**src/rtl/ps2_key_event_rx_pkg.sv**
```systemverilog
// ============================================================================
// ps2_key_event_rx_pkg : scan-code set 2 constants, event record, helpers
// Revision 1.0 - initial release
// ============================================================================
`default_nettype none

package ps2_key_event_rx_pkg;

   localparam logic [7:0] c_code_e0     = 8'hE0;
   localparam logic [7:0] c_code_f0     = 8'hF0;
   localparam logic [7:0] c_code_e1     = 8'hE1;
   localparam logic [7:0] c_code_aa     = 8'hAA;
   localparam logic [7:0] c_code_fa     = 8'hFA;
   localparam logic [7:0] c_code_fe     = 8'hFE;
   localparam logic [7:0] c_code_ee     = 8'hEE;
   localparam logic [7:0] c_code_00     = 8'h00;
   localparam logic [7:0] c_code_ff     = 8'hFF;

   localparam logic [7:0] c_code_lshift = 8'h12;
   localparam logic [7:0] c_code_rshift = 8'h59;
   localparam logic [7:0] c_code_ctrl   = 8'h14;
   localparam logic [7:0] c_code_alt    = 8'h11;

   localparam int c_mod_lshift = 0;
   localparam int c_mod_rshift = 1;
   localparam int c_mod_ctrl   = 2;
   localparam int c_mod_alt    = 3;

   // Bytes swallowed after an E1 prefix (remainder of the Pause sequence)
   localparam logic [2:0] c_pause_skip = 3'd7;

   typedef enum logic [1:0] {
      ST_IDLE   = 2'd0,
      ST_DATA   = 2'd1,
      ST_PARITY = 2'd2,
      ST_STOP   = 2'd3
   } frame_state_t;

   typedef struct packed {
      logic [7:0] code;
      logic       ext;
      logic       brk;
      logic [3:0] mods;
   } key_event_t;

   // Keyboard replies and fill bytes that never form a key event
   function automatic logic is_reply_code(input logic [7:0] code);
      return (code == c_code_aa) || (code == c_code_fa) || (code == c_code_fe) ||
             (code == c_code_ee) || (code == c_code_00) || (code == c_code_ff);
   endfunction

   // Shift keys only count without E0; ctrl/alt count either way
   function automatic logic [3:0] apply_mods(input logic [3:0] cur, input logic [7:0] code,
                                             input logic ext, input logic brk);
      logic [3:0] m;
      m = cur;
      if (code == c_code_ctrl)
         m[c_mod_ctrl] = !brk;
      else if (code == c_code_alt)
         m[c_mod_alt] = !brk;
      else if (!ext && (code == c_code_lshift))
         m[c_mod_lshift] = !brk;
      else if (!ext && (code == c_code_rshift))
         m[c_mod_rshift] = !brk;
      return m;
   endfunction

endpackage

`default_nettype wire

```
**src/rtl/ps2_frame_rx.sv**
```systemverilog
// ============================================================================
// ps2_frame_rx : pin synchroniser, ps2_clk edge filter, 11-bit frame deframer
// Revision 1.0 - initial release
// ============================================================================
`default_nettype none

module ps2_frame_rx
   import ps2_key_event_rx_pkg::*;
#(
   parameter int FILTER_LEN     = 8,
   parameter int TIMEOUT_CYCLES = 50000
) (
   input  logic       clk,
   input  logic       rst_n,
   input  logic       ps2_clk,
   input  logic       ps2_data,
   output logic       byte_valid,
   output logic [7:0] byte_data,
   output logic       err_parity,
   output logic       err_frame
);

   localparam int c_half   = FILTER_LEN / 2;
   localparam int c_tmr_w  = $clog2(TIMEOUT_CYCLES + 1);
   localparam logic [FILTER_LEN-1:0] c_edge_pattern = {{c_half{1'b1}}, {c_half{1'b0}}};
   localparam logic [c_tmr_w-1:0]    c_timeout_last = c_tmr_w'(TIMEOUT_CYCLES - 1);

   logic                  r_clk_meta, r_clk_sync, r_data_meta, r_data_sync;
   logic [FILTER_LEN-1:0] r_hist;
   logic                  w_edge;

   frame_state_t          r_state, w_state_next;
   logic [7:0]            r_shift;
   logic [2:0]            r_bit_cnt;
   logic                  r_parity;
   logic [c_tmr_w-1:0]    r_timer;
   logic                  w_timeout, w_parity_ok;
   logic                  w_byte_valid, w_err_parity, w_err_frame;

   // Idle PS/2 lines are high, so the pipeline resets to ones to avoid a false edge
   always_ff @(posedge clk or negedge rst_n) begin
      if (!rst_n) begin
         r_clk_meta  <= 1'b1;
         r_clk_sync  <= 1'b1;
         r_data_meta <= 1'b1;
         r_data_sync <= 1'b1;
         r_hist      <= '1;
      end else begin
         r_clk_meta  <= ps2_clk;
         r_clk_sync  <= r_clk_meta;
         r_data_meta <= ps2_data;
         r_data_sync <= r_data_meta;
         r_hist      <= {r_hist[FILTER_LEN-2:0], r_clk_sync};
      end
   end

   assign w_edge      = (r_hist == c_edge_pattern);
   assign w_timeout   = (r_state != ST_IDLE) && (r_timer == c_timeout_last);
   assign w_parity_ok = ^{r_shift, r_parity};

   always_ff @(posedge clk or negedge rst_n) begin
      if (!rst_n)
         r_state <= ST_IDLE;
      else
         r_state <= w_state_next;
   end

   // An edge arriving in the last timeout cycle still counts as activity
   always_comb begin
      w_state_next = r_state;
      w_byte_valid = 1'b0;
      w_err_parity = 1'b0;
      w_err_frame  = 1'b0;
      if (w_edge) begin
         case (r_state)
            ST_IDLE:   if (!r_data_sync) w_state_next = ST_DATA;
            ST_DATA:   if (r_bit_cnt == 3'd7) w_state_next = ST_PARITY;
            ST_PARITY: w_state_next = ST_STOP;
            ST_STOP: begin
               w_state_next = ST_IDLE;
               if (!w_parity_ok)
                  w_err_parity = 1'b1;
               else if (!r_data_sync)
                  w_err_frame = 1'b1;
               else
                  w_byte_valid = 1'b1;
            end
            default:   w_state_next = ST_IDLE;
         endcase
      end else if (w_timeout) begin
         w_state_next = ST_IDLE;
         w_err_frame  = 1'b1;
      end
   end

   always_ff @(posedge clk or negedge rst_n) begin
      if (!rst_n) begin
         r_shift    <= '0;
         r_bit_cnt  <= '0;
         r_parity   <= 1'b0;
         r_timer    <= '0;
         byte_valid <= 1'b0;
         err_parity <= 1'b0;
         err_frame  <= 1'b0;
      end else begin
         byte_valid <= w_byte_valid;
         err_parity <= w_err_parity;
         err_frame  <= w_err_frame;
         if ((r_state == ST_IDLE) || w_edge)
            r_timer <= '0;
         else
            r_timer <= r_timer + 1'b1;
         if (w_edge) begin
            if (r_state == ST_IDLE)
               r_bit_cnt <= '0;
            if (r_state == ST_DATA) begin
               r_shift   <= {r_data_sync, r_shift[7:1]};
               r_bit_cnt <= r_bit_cnt + 1'b1;
            end
            if (r_state == ST_PARITY)
               r_parity <= r_data_sync;
         end
      end
   end

   assign byte_data = r_shift;

endmodule

`default_nettype wire

```
**src/rtl/ps2_key_event_rx.sv**
```systemverilog
// ============================================================================
// ps2_key_event_rx : PS/2 set-2 receiver, prefix decoder, modifiers, event FIFO
// Revision 1.0 - initial release
// ============================================================================
`default_nettype none

module ps2_key_event_rx
   import ps2_key_event_rx_pkg::*;
#(
   parameter int FILTER_LEN     = 8,
   parameter int TIMEOUT_CYCLES = 50000,
   parameter int FIFO_DEPTH     = 8
) (
   input  logic                          clk,
   input  logic                          rst_n,
   input  logic                          ps2_clk,
   input  logic                          ps2_data,
   output logic                          ev_valid,
   input  logic                          ev_ready,
   output logic [7:0]                    ev_code,
   output logic                          ev_ext,
   output logic                          ev_break,
   output logic [3:0]                    ev_mods,
   output logic [3:0]                    mods,
   output logic [$clog2(FIFO_DEPTH):0]   fifo_count,
   output logic                          err_parity,
   output logic                          err_frame,
   output logic                          err_overflow
);

   localparam int c_ptr_w = $clog2(FIFO_DEPTH);
   localparam logic [c_ptr_w:0] c_full_count = (c_ptr_w + 1)'(FIFO_DEPTH);

   logic             w_byte_valid;
   logic [7:0]       w_byte_data;

   logic             r_ext, r_brk, w_ext_next, w_brk_next;
   logic [2:0]       r_skip, w_skip_next;
   logic [3:0]       r_mods, w_mods_next;
   logic             w_emit;
   key_event_t       w_push_ev, w_head;

   key_event_t       r_mem [FIFO_DEPTH];
   logic [c_ptr_w-1:0] r_wr_ptr, r_rd_ptr;
   logic [c_ptr_w:0] r_count;
   logic             w_full, w_pop, w_push_ok, r_err_overflow;

   ps2_frame_rx #(
      .FILTER_LEN     (FILTER_LEN),
      .TIMEOUT_CYCLES (TIMEOUT_CYCLES)
   ) u_frame_rx (
      .clk        (clk),
      .rst_n      (rst_n),
      .ps2_clk    (ps2_clk),
      .ps2_data   (ps2_data),
      .byte_valid (w_byte_valid),
      .byte_data  (w_byte_data),
      .err_parity (err_parity),
      .err_frame  (err_frame)
   );

   // Prefix decoder; a line error abandons any partially decoded sequence
   always_comb begin
      w_emit      = 1'b0;
      w_ext_next  = r_ext;
      w_brk_next  = r_brk;
      w_skip_next = r_skip;
      w_mods_next = r_mods;
      if (err_parity || err_frame) begin
         w_ext_next  = 1'b0;
         w_brk_next  = 1'b0;
         w_skip_next = '0;
      end else if (w_byte_valid) begin
         if (r_skip != 3'd0) begin
            w_skip_next = r_skip - 1'b1;
         end else if (w_byte_data == c_code_e0) begin
            w_ext_next = 1'b1;
         end else if (w_byte_data == c_code_f0) begin
            w_brk_next = 1'b1;
         end else if (w_byte_data == c_code_e1) begin
            w_skip_next = c_pause_skip;
            w_ext_next  = 1'b0;
            w_brk_next  = 1'b0;
         end else if (is_reply_code(w_byte_data)) begin
            w_ext_next = 1'b0;
            w_brk_next = 1'b0;
         end else begin
            w_emit      = 1'b1;
            w_ext_next  = 1'b0;
            w_brk_next  = 1'b0;
            w_mods_next = apply_mods(r_mods, w_byte_data, r_ext, r_brk);
         end
      end
   end

   assign w_push_ev = '{code: w_byte_data, ext: r_ext, brk: r_brk, mods: w_mods_next};

   assign ev_valid  = (r_count != '0);
   assign w_full    = (r_count == c_full_count);
   assign w_pop     = ev_valid && ev_ready;
   // A full FIFO still accepts a push when the head leaves in the same cycle
   assign w_push_ok = w_emit && (!w_full || w_pop);

   always_ff @(posedge clk or negedge rst_n) begin
      if (!rst_n) begin
         r_ext          <= 1'b0;
         r_brk          <= 1'b0;
         r_skip         <= '0;
         r_mods         <= '0;
         r_wr_ptr       <= '0;
         r_rd_ptr       <= '0;
         r_count        <= '0;
         r_err_overflow <= 1'b0;
      end else begin
         r_ext          <= w_ext_next;
         r_brk          <= w_brk_next;
         r_skip         <= w_skip_next;
         r_mods         <= w_mods_next;
         r_err_overflow <= w_emit && !w_push_ok;
         if (w_push_ok)
            r_wr_ptr <= r_wr_ptr + 1'b1;
         if (w_pop)
            r_rd_ptr <= r_rd_ptr + 1'b1;
         case ({w_push_ok, w_pop})
            2'b10:   r_count <= r_count + 1'b1;
            2'b01:   r_count <= r_count - 1'b1;
            default: r_count <= r_count;
         endcase
      end
   end

   always_ff @(posedge clk) begin
      if (w_push_ok)
         r_mem[r_wr_ptr] <= w_push_ev;
   end

   // Storage is not reset, so the head is masked while the FIFO is empty
   assign w_head       = r_mem[r_rd_ptr];
   assign ev_code      = ev_valid ? w_head.code : 8'h00;
   assign ev_ext       = ev_valid ? w_head.ext  : 1'b0;
   assign ev_break     = ev_valid ? w_head.brk  : 1'b0;
   assign ev_mods      = ev_valid ? w_head.mods : 4'h0;
   assign mods         = r_mods;
   assign fifo_count   = r_count;
   assign err_overflow = r_err_overflow;

endmodule

`default_nettype wire
```
**config.mk**
```make
export PLATFORM = sky130hd
export DESIGN_NAME = ps2_key_event_rx
export DESIGN_NICKNAME = d
export VERILOG_FILES = /design/src/rtl/ps2_key_event_rx_pkg.sv /design/src/rtl/ps2_frame_rx.sv /design/src/rtl/ps2_key_event_rx.sv
export SDC_FILE = /design/constraint.sdc
export NUM_CORES = 1
export LEC_CHECK = 0
export CAP_MARGIN = 15
export CORE_MARGIN = 4
export CORE_UTILIZATION = 54
export CTS_CLUSTER_SIZE = 10
export DETAILED_ROUTE_END_ITERATION = 10
export DONT_BUFFER_PORTS = 1
export PLACE_DENSITY = 0.69
export SYNTH_ARGS = -nofsm -noshare
export SYNTH_HDL_FRONTEND = slang
export SYNTH_HIERARCHICAL = 1
export SYNTH_SLANG_ARGS = --single-unit
```
**constraint.sdc**
```tcl
create_clock -name clk -period 3.8 [get_ports clk]
set_clock_uncertainty 0.05 [all_clocks]
set_input_delay 0.57 -clock clk [delete_from_list [all_inputs] [get_ports clk]]
set_output_delay 0.57 -clock clk [all_outputs]
set_load 0.1 [all_outputs]
```
Word-level counts from Yosys, hierarchy flattened
Memory sizes are Yosys's and may differ from the RTL's. Index checks and enable logic that the tools add are counted.

$add $sub $neg: 7. $mul: 0. Divide/modulo/power cells: 0. Magnitude comparators: 0. Equality and inequality tests: 28. Shift-type cells: 0. Mux-type cells: 65. Bitwise logic cells: 0. Reduce and logical (&&, ||, !) cells: 36.

Operators with widths (number): equality test 8 bit, second input constant (9); two-way mux 1 bit (39); two-way mux 4 bit (8); equality test 8 x 5 -> 1 bit, second input constant (3); two-way mux 3 bit (8); adder 16 x 1 -> 16 bit, second input constant (1); equality test 16 bit, second input constant (1); two-way mux 16 bit (1); inequality test 3 bit, second input constant (5); two-way mux 2 bit (6); nonzero test 2 bit (5); adder 3 x 1 -> 3 bit, second input constant (3); AND reduction 3 bit (3); parity 9 bit (1); equality test 8 x 7 -> 1 bit, second input constant (1); zero test 8 bit (1); logical OR 1 bit (8); two-way mux 8 bit (1); one-hot mux 2 bit (4 select lines) (1); one-hot mux 4 bit (2 select lines) (1); equality test 2 bit, second input constant (3); logical AND 1 bit (6); AND reduction 2 bit (3); nonzero test 3 bit (2); 11 further kinds (16).

Bits in registers: 65. Latch bits: 0. Memory bits (writable): 112. Bits in read-only memories: 0. Bits of input ports: 5. Output and inout bits: 26. Logic and storage cells: 158. Memories: 1.

Memories: r_mem (depth 8, width 14, rd ports 1, clocked after memory_dff 0, write ports 1, RTL line ps2_key_event_rx.sv:43) `key_event_t r_mem [FIFO_DEPTH];`.

Logic depth before layout (Yosys ltp)
Depth in word-level cells: 16. Gate-level depth with buffers: 14. Depth with buffers taken out: 14.

By module
Netlist, hierarchy kept.

Modules (own cells, without submodules): ps2_key_event_rx (instances 1, cells an instance 315, area each 5540.3 um^2, sequential area each 3863.7 um^2); ps2_frame_rx (instances 1, cells an instance 158, area each 1959.4 um^2, sequential area each 1141.1 um^2).

Worst setup path before layout
OpenSTA, ideal clock, no wires.

Kind: reg-to-reg. Start: register u_frame_rx.err_frame. End: memory r_mem[2][0] (netlist bit) (enable). Setup time: 406 ps. Data arrival time: 3231 ps. Required time: 3344 ps. Setup slack: 113 ps. Stages on the path, launching flop included: 8. Path buffers: 1. Period minus slack after synthesis: 3687 ps. Cell sequence: dfrtp_1 > or2_1 > a311o_1 > nor3_2 > and3_1 > buf_6 > nand2b_1 > nor3b_1.

Word-level cells in the longest chain between the ends: 5.

RTL lines: start, declared (RTL line ps2_frame_rx.sv:20) `output logic err_frame`; start signal, assigned (RTL line ps2_frame_rx.sv:108) `err_frame <= w_err_frame;`; logical OR 1 bit (RTL line ps2_key_event_rx.sv:69) `if (err_parity || err_frame) begin`; two-way mux 1 bit (RTL line ps2_key_event_rx.sv:69); logical AND 1 bit (RTL line ps2_key_event_rx.sv:102) `assign w_push_ok = w_emit && (!w_full || w_pop);`; two-way mux 1 bit (RTL line ps2_key_event_rx.sv:133) `if (w_push_ok)`; two-way mux 1 bit (not written as such) (RTL line ps2_key_event_rx.sv:134) `r_mem[r_wr_ptr] <= w_push_ev;`; end, declared (RTL line ps2_key_event_rx.sv:43).

No other way between the ends.

Worst setup path in the final report
Start: register r_rd_ptr[0]. End: output ev_code[3].

Word-level cells in the longest chain between the ends: 2.

RTL lines: start, declared (RTL line ps2_key_event_rx.sv:44) `logic [c_ptr_w-1:0] r_wr_ptr, r_rd_ptr;`; start signal, assigned (RTL line ps2_key_event_rx.sv:123) `r_rd_ptr <= r_rd_ptr + 1'b1;`; memory read (8 x 14 bit); two-way mux 8 bit (RTL line ps2_key_event_rx.sv:139) `assign ev_code = ev_valid ? w_head.code : 8'h00;`; end, declared (RTL line ps2_key_event_rx.sv:20) `output logic [7:0] ev_code,`.

No other way between the ends.

==> run metrics <==
status complete, no violations; Yosys cell types between 60 and 70; DIE AREA about 16,000 sq um; Gates resized, CTS repair 0; syn nets roughly 490; CTS tree built; n_diodes 0; Adder-Cell Fraction of Synth Area 0.0244; Max Cap Violations 0; vias 4,078; DIE WIDTH about 130 microns; Post-Synth XOR/XNOR Area 0.0299; IO Pins 31; area grow syn2layout 14.6%; Post-Synth Simple-Gate Area 0.0943; yosys warns 6; Setup Fix Bufs, Post-CTS 0; top-area cell type share of the netlist area 0.448; CP most frequent cell buf_4; sequential element share of the synthesized area 0.667; VDD IR max roughly 0.38 mV; post-synth top area cell edfxtp_1; Commonest cells post-synth 112 x edfxtp_1, 53 x dfrtp_1, 44 x nor2_1, 28 x mux4_2, 22 x nand2_1; Max clock buf depth 2; crit path max fanout 20; post-route cell area approximately 8600 sq um; Final nets 533; fill cell count a little under 1,000; Achievable Freq roughly 310 MHz; min cycle time layout ~3.2 ns; CP Class flop to output pin; RSZ-0062 raised after global routing false; synthesized instance count ~470; Leak 0.00327 uW; Post-synth EDFFs between 100 and 150; Post-synth top flop edfxtp_1; compound-cell area share of the yosys netlist 0.0400; P_sw 1760 uW; number of DRC markers in iteration 0 roughly 290; Total GRT Usage 0.192; layout cells sized above 1 0.294; Syn Area/Cell 15.9 sq um; Rows 42; Sw Ratio 0.336; Sum Neg Setup Slack 0 ns; clock tree root driver cell clkbuf_16; Power Dens Cells just over 600 nW/um^2; Initial Utilization 0.560; Worst-path clk slew around 0.07 ns; critical path's top delay family flip-flops; antenna violations before repair 0; Worst-Margin Slew just over 1 ns; worst hold path class input port to flop; clk sinks 177; Fin. Hold Viols 0; TritonRoute pass-1 iters 5; top-count cell post-synth edfxtp_1; Worst Path Buf+Inv 2; Via density 5.80; largest family of logic cells by synthesized area multiplexers; Clk Latency, worst-skew pair about 0.42 ns; Num CTS Buffers 17; Die Y-Extent 126 microns; sequential power share 0.432; drt drc 0; Gate power share 0.241; FF+latch count, synth between 150 and 200; Antenna Nets Post-Route 0; DRT Wirelength between 10,000 and 15,000 microns; multiplexer area fraction after synthesis 0.126; Synth async-reset ratio 0.367; CP endpoint kind output pin; Final Max Slew Viols 0; IO buf count 0; clock share of power 0.327; largest net degree at the start of global routing 66; CP required ~3.2 ns; relative slew slack 0.314; Critical Path Start Type flop; vias in the first global route ~4,300; Post-Syn Area 7500 sq um; synth top area cells edfxtp_1 45%, dfrtp_1 18%, mux4_2 8.4%; CP arrival around 2.6 ns; dpl cell area 7980 sq um; global-route wire length before repair about 23,000 microns; DP HPWL slightly below 9000 microns; wire per inst ~20 microns; internal power 3480 uW; final setup vio count 0; Tcrit/Tclk final 0.841; H-tree Lvls 4; Slowest Stage Delay on Critical Path 0.80 ns; Overflow after GRT 0; GP Congestion 0.828; CP max-delay cell dfrtp_2; Core Box Area around 13,000 sq um; CP cell instances buf_4, mux4_2, mux2i_1, nor2_2, buf_4
[cell type report]
class	instances	area [sq um]	share of cell area
tap	176	220	0.0256
multi-input combinational	265	2430	0.283
timing repair buffer	37	300	0.0349
clock inverter	15	154	0.0179
sequential	177	5010	0.582
clock buffer	17	425	0.0495
inverter	16	60.1	0.00699
[through the flow]
step	setup WS, ns	hold slack, ns	total power (uW)	utilization	instances
floorplan	0.113	0.224	3270	-	473
global placement	0.888	0.227	3560	0.595	669
detailed placement	0.748	0.227	3570	0.595	669
CTS	0.515	0.0759	5290	0.641	703
global route	0.370	0.0704	5460	0.641	703
finish	0.605	0.0993	5250	0.641	703
[kinds of logic after synthesis]
logic type	after synthesis
buf+inv	31
fa+ha+maj	14
simple gates	131
compound gates	39
xor+xnor	24
flops	177
mux	57
[flip-flops by register name (all words and copies together) (netlist names), 2 cells and up]
name                  cells
u_frame_rx/r_hist         8
mods                      4
u_frame_rx/r_bit_cnt      3
r_wr_ptr                  3
r_mem                   112
r_rd_ptr                  3
r_skip                    3
u_frame_rx/byte_data      8
u_frame_rx/r_state        2
fifo_count                4
u_frame_rx/r_timer       16
[cells in the final DEF (no fill, tap or decap), types with 8 or more instances in the layout]
cell type and count:
edfxtp_1 112, dfrtp_1 52, buf_4 35, nor2_1 30
mux4_2 28, nand2_1 22, clkbuf_16 17, inv_1 16
mux2i_1 16, xnor2_1 15, nor2_2 14, ha_1 13
dfstp_2 12, nand3_1 11, mux2_2 11, nand4_1 8
a21oi_1 8, xor2_1 8
[what timing repair did]
action                                 4_1_cts  5_1_grt
endpoints found under the hold margin       65        0
setup endpoints to repair                    0        0
hold buffers                                 2        0
[worst reg2reg max path: stages (launching register included)]
cell     delay (ns)
dfrtp_1        0.60
nor4_2         0.52
a41oi_1        0.08
or3_4          0.39
nand2_1        0.16
nand2_1        0.11
inv_1          0.10
ha_1           0.23
a21o_1         0.19
a21o_1         0.20
nor4b_1        0.26
nand2_1        0.08
nand3_1        0.08
[metal layers]
| metal | up-vias | share of wire | global-route usage |
|---|---|---|---|
| li1 | 1887 | - | - |
| met1 | 2079 | 0.44 | 0.261 |
| met2 | 98 | 0.51 | 0.310 |
| met3 | 14 | 0.043 | 0.0478 |
| met4 | 0 | 0.012 | 0.0612 |
| met5 | - | 0 | 0 |
[power groups by stage]
stage          registers [uW]  logic [uW]  clock network (uW)
3_5_place_dp             2310        1260                   0
3_3_place_gp             2310        1250                   0
6_report                 2270        1260                1710
2_1_floorplan            2320         949                   0
5_1_grt                  2290        1330                1830
4_1_cts                  2270        1280                1740
[worst paths after layout]
kind | slack [ns] | startpoint | endpoint | cells after the start
worst max-delay path | 0.60 | r_rd_ptr[0] | ev_code[3] | 5
worst min-delay path | 0.1 | ps2_clk | u_frame_rx/r_clk_meta | 0
worst max register to register | 0.70 | u_frame_rx/byte_data[1] | fifo_count[3] | 12
worst min register to register | 0.31 | u_frame_rx/r_clk_meta | u_frame_rx/r_clk_sync | 0
max in group asynchronous | 2.76 | rst_n | u_frame_rx/r_data_meta | 2
min in group asynchronous | 0.64 | rst_n | u_frame_rx/r_bit_cnt[0] | 2
Power figures use the tool's default switching activity.
